### src/rtl/keypad_scanner_if.sv
// Signal bundle between the 4x4 keypad scanner and the keypad/display side.
// The scanner uses the master modport; the keypad/consumer uses the slave modport.
interface keypad_scanner_if;
    logic [3:0]  row;
    logic [3:0]  col;
    logic [3:0]  keyVal;
    logic        keyValid;
    logic        keyHeld;
    logic [15:0] entryVal;

    modport master (
        input  row,
        output col,
        output keyVal,
        output keyValid,
        output keyHeld,
        output entryVal
    );

    modport slave (
        output row,
        input  col,
        input  keyVal,
        input  keyValid,
        input  keyHeld,
        input  entryVal
    );
endinterface

### src/rtl/keypad_scanner.sv
// 4x4 matrix keypad scanner with press/release debounce and a four-key entry history.
//   state    | meaning
//   SCAN     | rotate the active-low column drive, look for a single pressed row
//   DEBOUNCE | column frozen, count stable cycles of the latched row pattern
//   HELD     | key accepted, wait for all rows to go high
//   RELEASE  | count stable all-high cycles before resuming the scan
module keypad_scanner #(
    parameter int SCAN_TICKS   = 1000,
    parameter int DEBOUNCE_CNT = 50000
) (
    input  logic             clk,
    input  logic             reset,
    keypad_scanner_if.master kp
);
    localparam int TW = $clog2(SCAN_TICKS);
    localparam int DW = $clog2(DEBOUNCE_CNT);
    localparam logic [TW-1:0] TICK_LAST = TW'(SCAN_TICKS - 1);
    localparam logic [DW-1:0] DEB_LAST  = DW'(DEBOUNCE_CNT - 1);

    typedef enum logic [1:0] {SCAN, DEBOUNCE, HELD, RELEASE} state_t;

    state_t         state_q, state_d;
    logic [3:0]     sync1_q, sync1_d;
    logic [3:0]     rs_q, rs_d;
    logic [1:0]     col_idx_q, col_idx_d;
    logic [TW-1:0]  tick_q, tick_d;
    logic [DW-1:0]  deb_q, deb_d;
    logic [3:0]     pat_q, pat_d;
    logic [3:0]     key_val_q, key_val_d;
    logic           key_valid_q, key_valid_d;
    logic           key_held_q, key_held_d;
    logic [15:0]    entry_val_q, entry_val_d;
    logic [DW-1:0]  deb_inc;
    logic [3:0]     code;

    function automatic logic single_low(input logic [3:0] v);
        logic [3:0] x;
        x = ~v;
        return (x != 4'd0) && ((x & (x - 4'd1)) == 4'd0);
    endfunction

    function automatic logic [3:0] key_code(input logic [3:0] pat, input logic [1:0] c);
        logic [1:0] r;
        logic [3:0] k;
        case (pat)
            4'b1110: r = 2'd0;
            4'b1101: r = 2'd1;
            4'b1011: r = 2'd2;
            default: r = 2'd3;
        endcase
        case ({r, c})
            4'd0:  k = 4'h1;  4'd1:  k = 4'h2;  4'd2:  k = 4'h3;  4'd3:  k = 4'hA;
            4'd4:  k = 4'h4;  4'd5:  k = 4'h5;  4'd6:  k = 4'h6;  4'd7:  k = 4'hB;
            4'd8:  k = 4'h7;  4'd9:  k = 4'h8;  4'd10: k = 4'h9;  4'd11: k = 4'hC;
            4'd12: k = 4'h0;  4'd13: k = 4'hF;  4'd14: k = 4'hE;  default: k = 4'hD;
        endcase
        return k;
    endfunction

    always_ff @(posedge clk or posedge reset) begin
        if (reset) begin
            state_q     <= SCAN;
            sync1_q     <= 4'b1111;
            rs_q        <= 4'b1111;
            col_idx_q   <= 2'd0;
            tick_q      <= '0;
            deb_q       <= '0;
            pat_q       <= 4'b1111;
            key_val_q   <= 4'h0;
            key_valid_q <= 1'b0;
            key_held_q  <= 1'b0;
            entry_val_q <= 16'h0000;
        end else begin
            state_q     <= state_d;
            sync1_q     <= sync1_d;
            rs_q        <= rs_d;
            col_idx_q   <= col_idx_d;
            tick_q      <= tick_d;
            deb_q       <= deb_d;
            pat_q       <= pat_d;
            key_val_q   <= key_val_d;
            key_valid_q <= key_valid_d;
            key_held_q  <= key_held_d;
            entry_val_q <= entry_val_d;
        end
    end

    always_comb begin
        state_d     = state_q;
        sync1_d     = kp.row;
        rs_d        = sync1_q;
        col_idx_d   = col_idx_q;
        tick_d      = tick_q;
        deb_d       = deb_q;
        pat_d       = pat_q;
        key_val_d   = key_val_q;
        key_valid_d = 1'b0;
        key_held_d  = key_held_q;
        entry_val_d = entry_val_q;
        deb_inc     = (deb_q == DEB_LAST) ? deb_q : deb_q + 1'b1;
        code        = key_code(pat_q, col_idx_q);

        case (state_q)
            SCAN: begin
                if (tick_q == TICK_LAST) begin
                    if (single_low(rs_q)) begin
                        pat_d   = rs_q;
                        deb_d   = '0;
                        state_d = DEBOUNCE;
                    end else begin
                        tick_d    = '0;
                        col_idx_d = col_idx_q + 2'd1;
                    end
                end else begin
                    tick_d = tick_q + 1'b1;
                end
            end
            DEBOUNCE: begin
                if (rs_q == pat_q) begin
                    if (deb_q == DEB_LAST) begin
                        key_val_d   = code;
                        key_valid_d = 1'b1;
                        entry_val_d = {entry_val_q[11:0], code};
                        key_held_d  = 1'b1;
                        state_d     = HELD;
                    end else begin
                        deb_d = deb_inc;
                    end
                end else begin
                    // a bounce abandons this column and moves on rather than re-latching it
                    state_d   = SCAN;
                    col_idx_d = col_idx_q + 2'd1;
                    tick_d    = '0;
                end
            end
            HELD: begin
                if (rs_q == 4'b1111) begin
                    deb_d   = '0;
                    state_d = RELEASE;
                end
            end
            RELEASE: begin
                if (rs_q == 4'b1111) begin
                    if (deb_q == DEB_LAST) begin
                        key_held_d = 1'b0;
                        state_d    = SCAN;
                        col_idx_d  = 2'd0;
                        tick_d     = '0;
                    end else begin
                        deb_d = deb_inc;
                    end
                end else begin
                    state_d = HELD;
                end
            end
            default: state_d = SCAN;
        endcase
    end

    assign kp.col      = ~(4'b0001 << col_idx_q);
    assign kp.keyVal   = key_val_q;
    assign kp.keyValid = key_valid_q;
    assign kp.keyHeld  = key_held_q;
    assign kp.entryVal = entry_val_q;
endmodule

### src/flat_wrapper.sv
// flat-port wrapper written by rule: the top's interface ports become plain ports
module keypad_scanner_flat 
#(
    parameter int SCAN_TICKS   = 1000,
    parameter int DEBOUNCE_CNT = 50000
)
  (clk, reset, kp_row, kp_col, kp_keyVal, kp_keyValid, kp_keyHeld, kp_entryVal);
  keypad_scanner_if kp_i ();
  input  logic clk;
  input  logic reset;
  input wire logic [$bits(kp_i.row)-1:0] kp_row;
  output wire logic [$bits(kp_i.col)-1:0] kp_col;
  output wire logic [$bits(kp_i.keyVal)-1:0] kp_keyVal;
  output wire logic [$bits(kp_i.keyValid)-1:0] kp_keyValid;
  output wire logic [$bits(kp_i.keyHeld)-1:0] kp_keyHeld;
  output wire logic [$bits(kp_i.entryVal)-1:0] kp_entryVal;
  assign kp_i.row = kp_row;
  assign kp_col = kp_i.col;
  assign kp_keyVal = kp_i.keyVal;
  assign kp_keyValid = kp_i.keyValid;
  assign kp_keyHeld = kp_i.keyHeld;
  assign kp_entryVal = kp_i.entryVal;
  keypad_scanner #(.SCAN_TICKS(SCAN_TICKS), .DEBOUNCE_CNT(DEBOUNCE_CNT)) u_core (.clk(clk), .reset(reset), .kp(kp_i));
endmodule
### config.mk
export PLATFORM = sky130hd
export DESIGN_NAME = keypad_scanner_flat
export DESIGN_NICKNAME = d
export VERILOG_FILES = /design/src/rtl/keypad_scanner_if.sv /design/src/rtl/keypad_scanner.sv /design/src/flat_wrapper.sv
export SDC_FILE = /design/constraint.sdc
export NUM_CORES = 1
export LEC_CHECK = 0
export CAP_MARGIN = 20
export CORE_MARGIN = 5
export CORE_UTILIZATION = 28
export DETAILED_ROUTE_END_ITERATION = 8
export PLACE_DENSITY_LB_ADDON = 0.25
export SYNTH_ARGS = -nofsm -noshare
export SYNTH_HDL_FRONTEND = slang
export SYNTH_SLANG_ARGS = --single-unit
### constraint.sdc
create_clock -name clk -period 3.6 [get_ports clk]
set_clock_uncertainty 0.05 [all_clocks]
set_input_delay 0.54 -clock clk [delete_from_list [all_inputs] [get_ports clk]]
set_output_delay 0.54 -clock clk [all_outputs]
set_load 0.1 [all_outputs]
After elaboration in Yosys (flattened, before gate mapping)
Memory sizes are Yosys's and may differ from the RTL's.
Cells that the tools add are included.
Storage, ports and cells
  bits in registers: 64
  bits in latches: 0
  memory bits (writable): 0
  memory bits (read-only): 64
  bits of input ports: 6
  output and inout bits: 26
  memories: 1
Memories
  (no name shown): depth 16, width 4, rd ports 1, clocked after memory_dff 0, wr ports 0, line keypad_scanner.sv:51  | case ({r, c})
Operators by class
  add/sub/neg operators: 4
  multiply operators: 0
  divide/modulo/power cells: 0
  $lt $le $gt $ge: 0
  equality and inequality tests: 22
  shift operators: 1
  muxes and demuxes: 35
  bitwise gates (word level): 3
  reduce and logical (&&, ||, !) cells: 13
Operator list (number)
  two-way mux 16 bit: 6
  one-hot mux 16 bit (4 select lines): 1
  two-way mux 10 bit: 5
  one-hot mux 10 bit (3 select lines): 1
  two-way mux 2 bit: 11
  AND reduction 5 bit: 4
  adder 16 x 1 -> 16 bit, second input constant: 1
  equality test 16 bit, second input constant: 1
  equality test 4 bit, second input constant: 4
  != test 2 x 1 -> 1 bit, second input constant: 7
  one-hot mux 2 bit (3 select lines): 2
  adder 10 x 1 -> 10 bit, second input constant: 1
  equality test 10 bit, second input constant: 1
  inverter 4 bit: 2
  one-hot mux 2 bit (4 select lines): 1
  two-way mux 1 bit: 7
  != test 3 bit, second input constant: 2
  AND reduction 3 bit: 2
  AND reduction 6 bit: 1
  AND 4 bit: 1
  equality test 2 bit, second input constant: 2
  equality test 4 bit: 1
  logical NOT 4 bit: 1
  != test 2 bit, second input constant: 2
  other kinds (11): 11

Depth between registers and ports, before layout
Gate-level depths: netlist of the first run.
  word-level depth: 8
  depth in mapped cells: 7
  mapped depth without buffers: 7

Worst setup path after synthesis of the first run
No wires, ideal clock.
  path type: register -> register
  from: register u_core.deb_q[12]
  to: register u_core.entry_val_q[10], in the netlist u_core.kp.entryVal[10]
  setup time: 126 ps
  data arrival time: 2275 ps
  data required time: 3424 ps
  setup slack: 1149 ps
  stages on the path, launching flop included: 6
  buffers on the path: 1
  cell sequence: dfrtp_1 or4b_4 or4_4 nor3_4 buf_6 mux2_2
On the way
  longest elaborated chain between the ends: 2
RTL lines
  start: declaration: line keypad_scanner.sv:27  | logic [DW-1:0] deb_q, deb_d;
  start signal: assignment: line keypad_scanner.sv:67  | deb_q <= '0;
  start signal: assignment: line keypad_scanner.sv:79  | deb_q <= deb_d;
  equality test 16 bit: line keypad_scanner.sv:120  | if (deb_q == DEB_LAST) begin
  AND reduction 3 bit (no line)
  end signal: assignment: line keypad_scanner.sv:84  | entry_val_q <= entry_val_d;
  end: declaration: line keypad_scanner.sv:32  | logic [15:0] entry_val_q, entry_val_d;
No other way between the ends.
A chain may end at the register's enable or synchronous reset.

Worst setup path in the final report of the first run
  from: register u_core.deb_q[11]
  to: register u_core.tick_q[1]
On the way
  longest elaborated chain between the ends: 3
RTL lines
  equality test 16 bit: line keypad_scanner.sv:144  | if (deb_q == DEB_LAST) begin
  != test 2 x 1 -> 1 bit (no line)
  AND reduction 5 bit (no line)
  end signal: assignment: line keypad_scanner.sv:78  | tick_q <= tick_d;
  end: declaration: line keypad_scanner.sv:26  | logic [TW-1:0] tick_q, tick_d;
No other way between the ends.

==> results of run 1 <==
stage by stage:
step	hold slack [ps]	utilization [%]
floorplan	295	-
global placement	296	32.8
detailed placement	297	32.8
CTS	297	36.0
global route	300	36.0
finish	296	36.0
metal layers:
| layer | global-route usage [%] | vias up |
|---|---|---|
| met5 | 0 | - |
| met4 | 4.64 | 0 |
| met3 | 3.73 | 9 |
| met2 | 16.7 | 80 |
| met1 | 15.0 | 1189 |
| li1 | - | 1191 |
flip-flops by register name (all words and copies together), names as in the netlist:
name,flops
u_core.kp.keyValid,1
u_core.pat_q,4
u_core.deb_q,16
u_core.rs_d,4
u_core.state_q,2
u_core.tick_q,10
u_core.kp.keyVal,3
u_core.kp.keyHeld,1
u_core.rs_q,4
u_core.kp.entryVal,13
u_core.col_idx_q,2
power by group:
| group | internal [W] | switching (W) |
|---|---|---|
| combinational | 0.0000107 | 0.0000194 |
| clock | 0.000712 | 0.000294 |
| sequential | 0.000684 | 0.00000473 |
| total | 0.00141 | 0.000318 |
cells in the mapped netlist, types with 7 or more instances:
master    number
inv_1         19
a31oi_1       26
dfstp_2       12
dfrtp_1       48
nand4_1        8
nor2_1        13
ha_1           8
o21ai_0       12
clkbuf_1       8
xnor2_1        7
nand2_1       23
mux2_2        18
nand3_1       10
worst max-delay path, stage by stage, from the launching register on:
cell and delay, ps:
dfrtp_1 410, or4b_4 560, or4_4 580, o21ai_2 430, and3_2 330, mux2_2 340
how the worst max path moves through the flow:
stage          slack [ps]                                 end  cells after the start
6_report              800        u_core.tick_q[1]$_DFFE_PP0P_                      5
5_1_grt               690        u_core.tick_q[1]$_DFFE_PP0P_                      5
4_1_cts               810        u_core.tick_q[1]$_DFFE_PP0P_                      5
3_5_place_dp          820        u_core.tick_q[1]$_DFFE_PP0P_                      5
3_3_place_gp          840        u_core.tick_q[1]$_DFFE_PP0P_                      5
2_1_floorplan        1150  u_core.kp.entryVal[10]$_DFFE_PP0P_                      5
cells by family after synthesis:
| kind of cell | after synthesis | share of synthesized area [%] |
|---|---|---|
| compound gates | 69 | 14.7 |
| xor+xnor | 8 | 2.21 |
| fa+ha+maj | 8 | 3.15 |
| buf+inv | 36 | 5.32 |
| flops | 60 | 47.7 |
| mux | 27 | 9.45 |
| simple gates | 96 | 17.4 |
final cells by class:
| class | count | area share, % |
|---|---|---|
| Multi-Input combinational cell | 208 | 37.7 |
| Timing Repair Buffer | 38 | 8.91 |
| Sequential cell | 60 | 38.3 |
| Clock inverter | 4 | 2.40 |
| Inverter | 19 | 1.80 |
| Tap cell | 140 | 4.42 |
| Clock buffer | 12 | 6.48 |
==> metrics.txt, run 1 <==
status=finished, final reports clean; I/O pins=32; Mapped Cells=304; HP Start=u_core.rs_d[3]$_DFF_PP1_; Post-Layout Cell Count=481; FF-to-FF Start=u_core.deb_q[11]$_DFFE_PP0P_; drt first-iter violations=102; CP required=3770 ps; CP Class=flop to flop; vias=2,469; Layout area overhead=24.6%; highest routing layer actually used=met4; Hold Crit Depth=0; RSZ-0062 raised after global routing=no; synthesized area per cell=10.4 sq um; top_reg_cell synth=dfrtp_1; Post-Route WL=6970 um; post-synth top area share=37.8%; H-Tree Level Count=3; final worst slack=799 ps; Placer Congestion=about 0.77; synthesized area=0.00318 sq mm; peak supply drop=approximately 320 uV; commonest cells after routing, fill and taps aside=dfrtp_1 (48), clkdlybuf4s50_1 (27), a31oi_1 (26); Worst Hold End=u_core.rs_q[3]$_DFF_PP1_; Hold Path Class=flop to flop; worst slew pin tran=970 ps; initial antenna violation count=0; syn nets=approximately 320; max-slew violation count=0; CTS resizes=0; Storage cell area=0.00152 sq mm; maximum buffer depth of the clock tree=2; Syn. warnings=0; vias per cell=between 5 and 6; biggest area consumer among synthesized cells=dfrtp_1; largest net degree at the start of global routing=27; crit path capture type=flop; Filler cells=1,080; Starting Density=28.9%; Crit. Startpoint=u_core.deb_q[11]$_DFFE_PP0P_; global-route wire length before repair=11,900 um; # DRC=0; detailed placement HPWL=4750 um; # port buffers=31; total die area=about 0.014 sq mm; register area share after synthesis=47.7%; Max-slew headroom=35.1%; FP Rows=38; r2r worst-path depth=5; Yosys reg bits=60; Die H=117 um; Hold Buf Count CTS=0; DR pass1 iterations=5; arrival time of the worst setup path=2970 ps; worst reg2reg endpoint=u_core.tick_q[1]$_DFFE_PP0P_; wire per inst=14.5 um; fin crit share=77.8%; DR WL met2=3140 um; CTS Buf Count=9; # diodes=0; share of cells above drive strength 1=21.1%; leading post-synthesis cells by cell area=dfrtp_1 (38%), dfstp_2 (9.9%), mux2_2 (6.4%); GRT Util Overall=11.2%; chip width=117 um; final setup TNS=0 ps; Multi-input gate area=around 0.0015 sq mm; max-capacitance violation count=0; Skew-Pair Late Insertion Delay=330 ps; Post-CTS Setup Bufs=0; reg2reg setup slack=800 ps; clock root buffer=clkbuf_16; Post-synth EDFFs=0; crit path launch type=flop; worst-path fanout max=11; pre-CTS WS=about 820 ps; ANT nets after route=0; final hold violation count=0; CTS tree=done; grt ovf=0; met3 routed WL=~480 um; core area=roughly 0.011 sq mm; layout net count=350; dpl cells=~470; power per cell area=436 mW/mm^2; Clock Sinks=60; placed cell area=~0.0036 sq mm; fmax=357 MHz; leakage=roughly 1.7 nW; post-synth cell types=54; final setup fails=0; post-synthesis async set-or-reset flop share=100%; Worst-path clk slew=60 ps; design area=0.00396 sq mm; M1 WL=3220 um; vias in the first global route=2,352; Final min period=2800 ps; most common cell after layout, fill and taps aside=dfrtp_1; Total Power=roughly 0.0017 W
Note: power is estimated with default switching activity, not from simulation.
==> inputs of run 2 (changes only) <==
- clock period: 3.6 -> 2.66 ns (I/O delays scaled with it)
==> metrics.txt, run 2 (synthesis gave the netlist of run 1 again) <==
chip width=117 um (unchanged); detailed placement HPWL=4710 um (was 4750 um); crit path cell chain=or4b_4 > or4_4 > o21ai_2 > and3_2 > mux2_2 (unchanged); CP Buf/Inv Count=0 (unchanged); Post-CTS Setup Bufs=0 (unchanged); fin crit share=95.5% (was 77.8%); commonest cells after routing, fill and taps aside=dfrtp_1 (48), buf_4 (35), a31oi_1 (26) (was dfrtp_1 (48), clkdlybuf4s50_1 (27), a31oi_1 (26)); final setup fails=0 (unchanged); vias=2,443 (was 2,469); most common cell after layout, fill and taps aside=dfrtp_1 (unchanged); final setup TNS=0 ps (unchanged); status=finished, final reports clean (unchanged); FF-to-FF Start=u_core.deb_q[11]$_DFFE_PP0P_ (unchanged); Clock Sinks=60 (unchanged); Skew-Pair Late Insertion Delay=330 ps (about the same); Worst Hold End=u_core.rs_q[2]$_DFF_PP1_ (was u_core.rs_q[3]$_DFF_PP1_); total die area=0.0136 sq mm (unchanged); max-slew violation count=0 (unchanged); I/O pins=32 (unchanged); CP Class=flop to flop (unchanged); drt first-iter violations=143 (was 102); peak supply drop=458 uV (was 322 uV); wire per inst=14.1 um (was 14.5 um); Biggest register=u_core.deb_q (unchanged); Max-slew headroom=54.4% (was 35.1%); crit path launch type=flop (unchanged); initial antenna violation count=0 (unchanged); CP required=2820 ps (was 3770 ps); ANT nets after route=0 (unchanged); Worst-path clk slew=50 ps (was 60 ps); max FFs per register=16 (unchanged); power per cell area=535 mW/mm^2 (was 436 mW/mm^2); Hold Crit Depth=0 (unchanged); r2r worst-path depth=5 (unchanged); HP Start=u_core.rs_d[2]$_DFF_PP1_ (was u_core.rs_d[3]$_DFF_PP1_); Filler cells=1,074 (was 1,080); DR pass1 iterations=4 (was 5); CTS tree=done (unchanged); GRT Util Overall=11.0% (was 11.2%); worst-path fanout max=5 (was 11); maximum buffer depth of the clock tree=2 (unchanged); Final min period=2540 ps (was 2800 ps); Storage cell area=0.00152 sq mm (unchanged); H-Tree Level Count=3 (unchanged); CTS resizes=0 (unchanged); vias per cell=5.04 (was 5.13); fmax=393 MHz (was 357 MHz); Hold Buf Count CTS=0 (unchanged); vias in the first global route=2,335 (was 2,352); share of cells above drive strength 1=28.1% (was 21.1%); CP peak stage delay=590 ps (was 580 ps); arrival time of the worst setup path=2700 ps (was 2970 ps); Hold Path Class=flop to flop (unchanged); Post-Route WL=6830 um (was 6970 um); Multi-input gate area=0.00149 sq mm (unchanged); Starting Density=28.9% (unchanged); crit path capture type=flop (unchanged); global-route wire length before repair=11,700 um (was 11,900 um); Placer Congestion=0.791 (was 0.774); Slowest-stage cell, CP=or4_4 (unchanged); # DRC=0 (unchanged); reg2reg setup slack=120 ps (was 800 ps); largest net degree at the start of global routing=36 (was 27); Total Power=0.00208 W (was 0.00172 W); RSZ-0062 raised after global routing=no (unchanged); worst slew pin tran=680 ps (was 970 ps); worst reg2reg endpoint=u_core.tick_q[1]$_DFFE_PP0P_ (unchanged); Layout area overhead=22.5% (was 24.6%); clock root buffer=clkbuf_16 (unchanged); leakage=1.70 nW (was 1.66 nW); CP delay by family, top=simple AND/OR/NAND/NOR gates (unchanged); max-capacitance violation count=0 (unchanged); final hold violation count=0 (unchanged); # diodes=0 (unchanged); Die H=117 um (unchanged); core area=0.0110 sq mm (unchanged); FP Rows=38 (unchanged); layout net count=354 (was 350); # port buffers=31 (unchanged); CTS Buf Count=9 (unchanged); grt ovf=0 (unchanged)
-- run 2: changes by cell type in the layout (fill, tap and decap cells not counted), sizes merged --
cell | before | now
clkbuf | 12 | 11
clkinvlp | 0 | 1
buf | 11 | 37
clkdlybuf4s50 | 27 | 5
clkinv | 1 | 3
bufinv | 3 | 1
-- run 2: area by class of cell --
type	count	share of cell area, %
flip-flops and latches	60	39.0
multi-input cells	208	38.3
repair buffers	42	9.06
clock buffers	11	5.98
well taps	140	4.50
inverters	19	1.83
clock inverters	5	1.35
-- run 2: layer usage --
metal  wire length [um]  vias up  share of wire, %  GRT usage [%]
met5                  0        -                 0              0
met4                 87        0               1.3           4.18
met3                359        5               5.3           3.52
met2               3070       57                45           16.7
met1               3310     1192                49           14.6
li1                   -     1189                 -              -
-- run 2: worst reg2reg max path, stage by stage, from the launching register on --
cell	delay, ps
dfrtp_1	410
or4b_4	560
or4_4	590
o21ai_2	230
and3_2	260
mux2_2	330
-- run 2: power breakdown --
group / total [W] / switching, W / internal (W)
logic: 0.0000419 / 0.0000264 / 0.0000155
clock network: 0.00111 / 0.000390 / 0.000719
registers: 0.000932 / 0.00000629 / 0.000926
-- run 2: worst max path at each step --
stage	from	endpoint	depth (start not counted)
after floorplan	u_core.deb_q[12]$_DFFE_PP0P_	u_core.kp.entryVal[10]$_DFFE_PP0P_	5
after global placement	u_core.deb_q[12]$_DFFE_PP0P_	u_core.tick_q[1]$_DFFE_PP0P_	5
after detailed placement	u_core.deb_q[12]$_DFFE_PP0P_	u_core.tick_q[1]$_DFFE_PP0P_	5
after CTS	u_core.deb_q[11]$_DFFE_PP0P_	u_core.tick_q[1]$_DFFE_PP0P_	5
after global routing	u_core.deb_q[12]$_DFFE_PP0P_	u_core.tick_q[1]$_DFFE_PP0P_	5
final	u_core.deb_q[11]$_DFFE_PP0P_	u_core.tick_q[1]$_DFFE_PP0P_	5
-- run 2: metrics by stage --
stage | area (sq um) | hold slack, ps | setup WS (ps) | utilization [%] | instances
final | 3890 | 303 | 118 | 35.4 | 485
after global routing | 3890 | 305 | 52.7 | 35.4 | 485
after CTS | 3890 | 303 | 128 | 35.4 | 485
after detailed placement | 3610 | 297 | 141 | 32.8 | 469
after global placement | 3610 | 296 | 176 | 32.8 | 469
after floorplan | 3180 | 295 | 209 | - | 304
==> inputs of run 3 (changes only) <==
- SLEW_MARGIN: not set -> 5
==> results of run 3 <==
Final layout, timing and power as in run 2 (identical DEF).
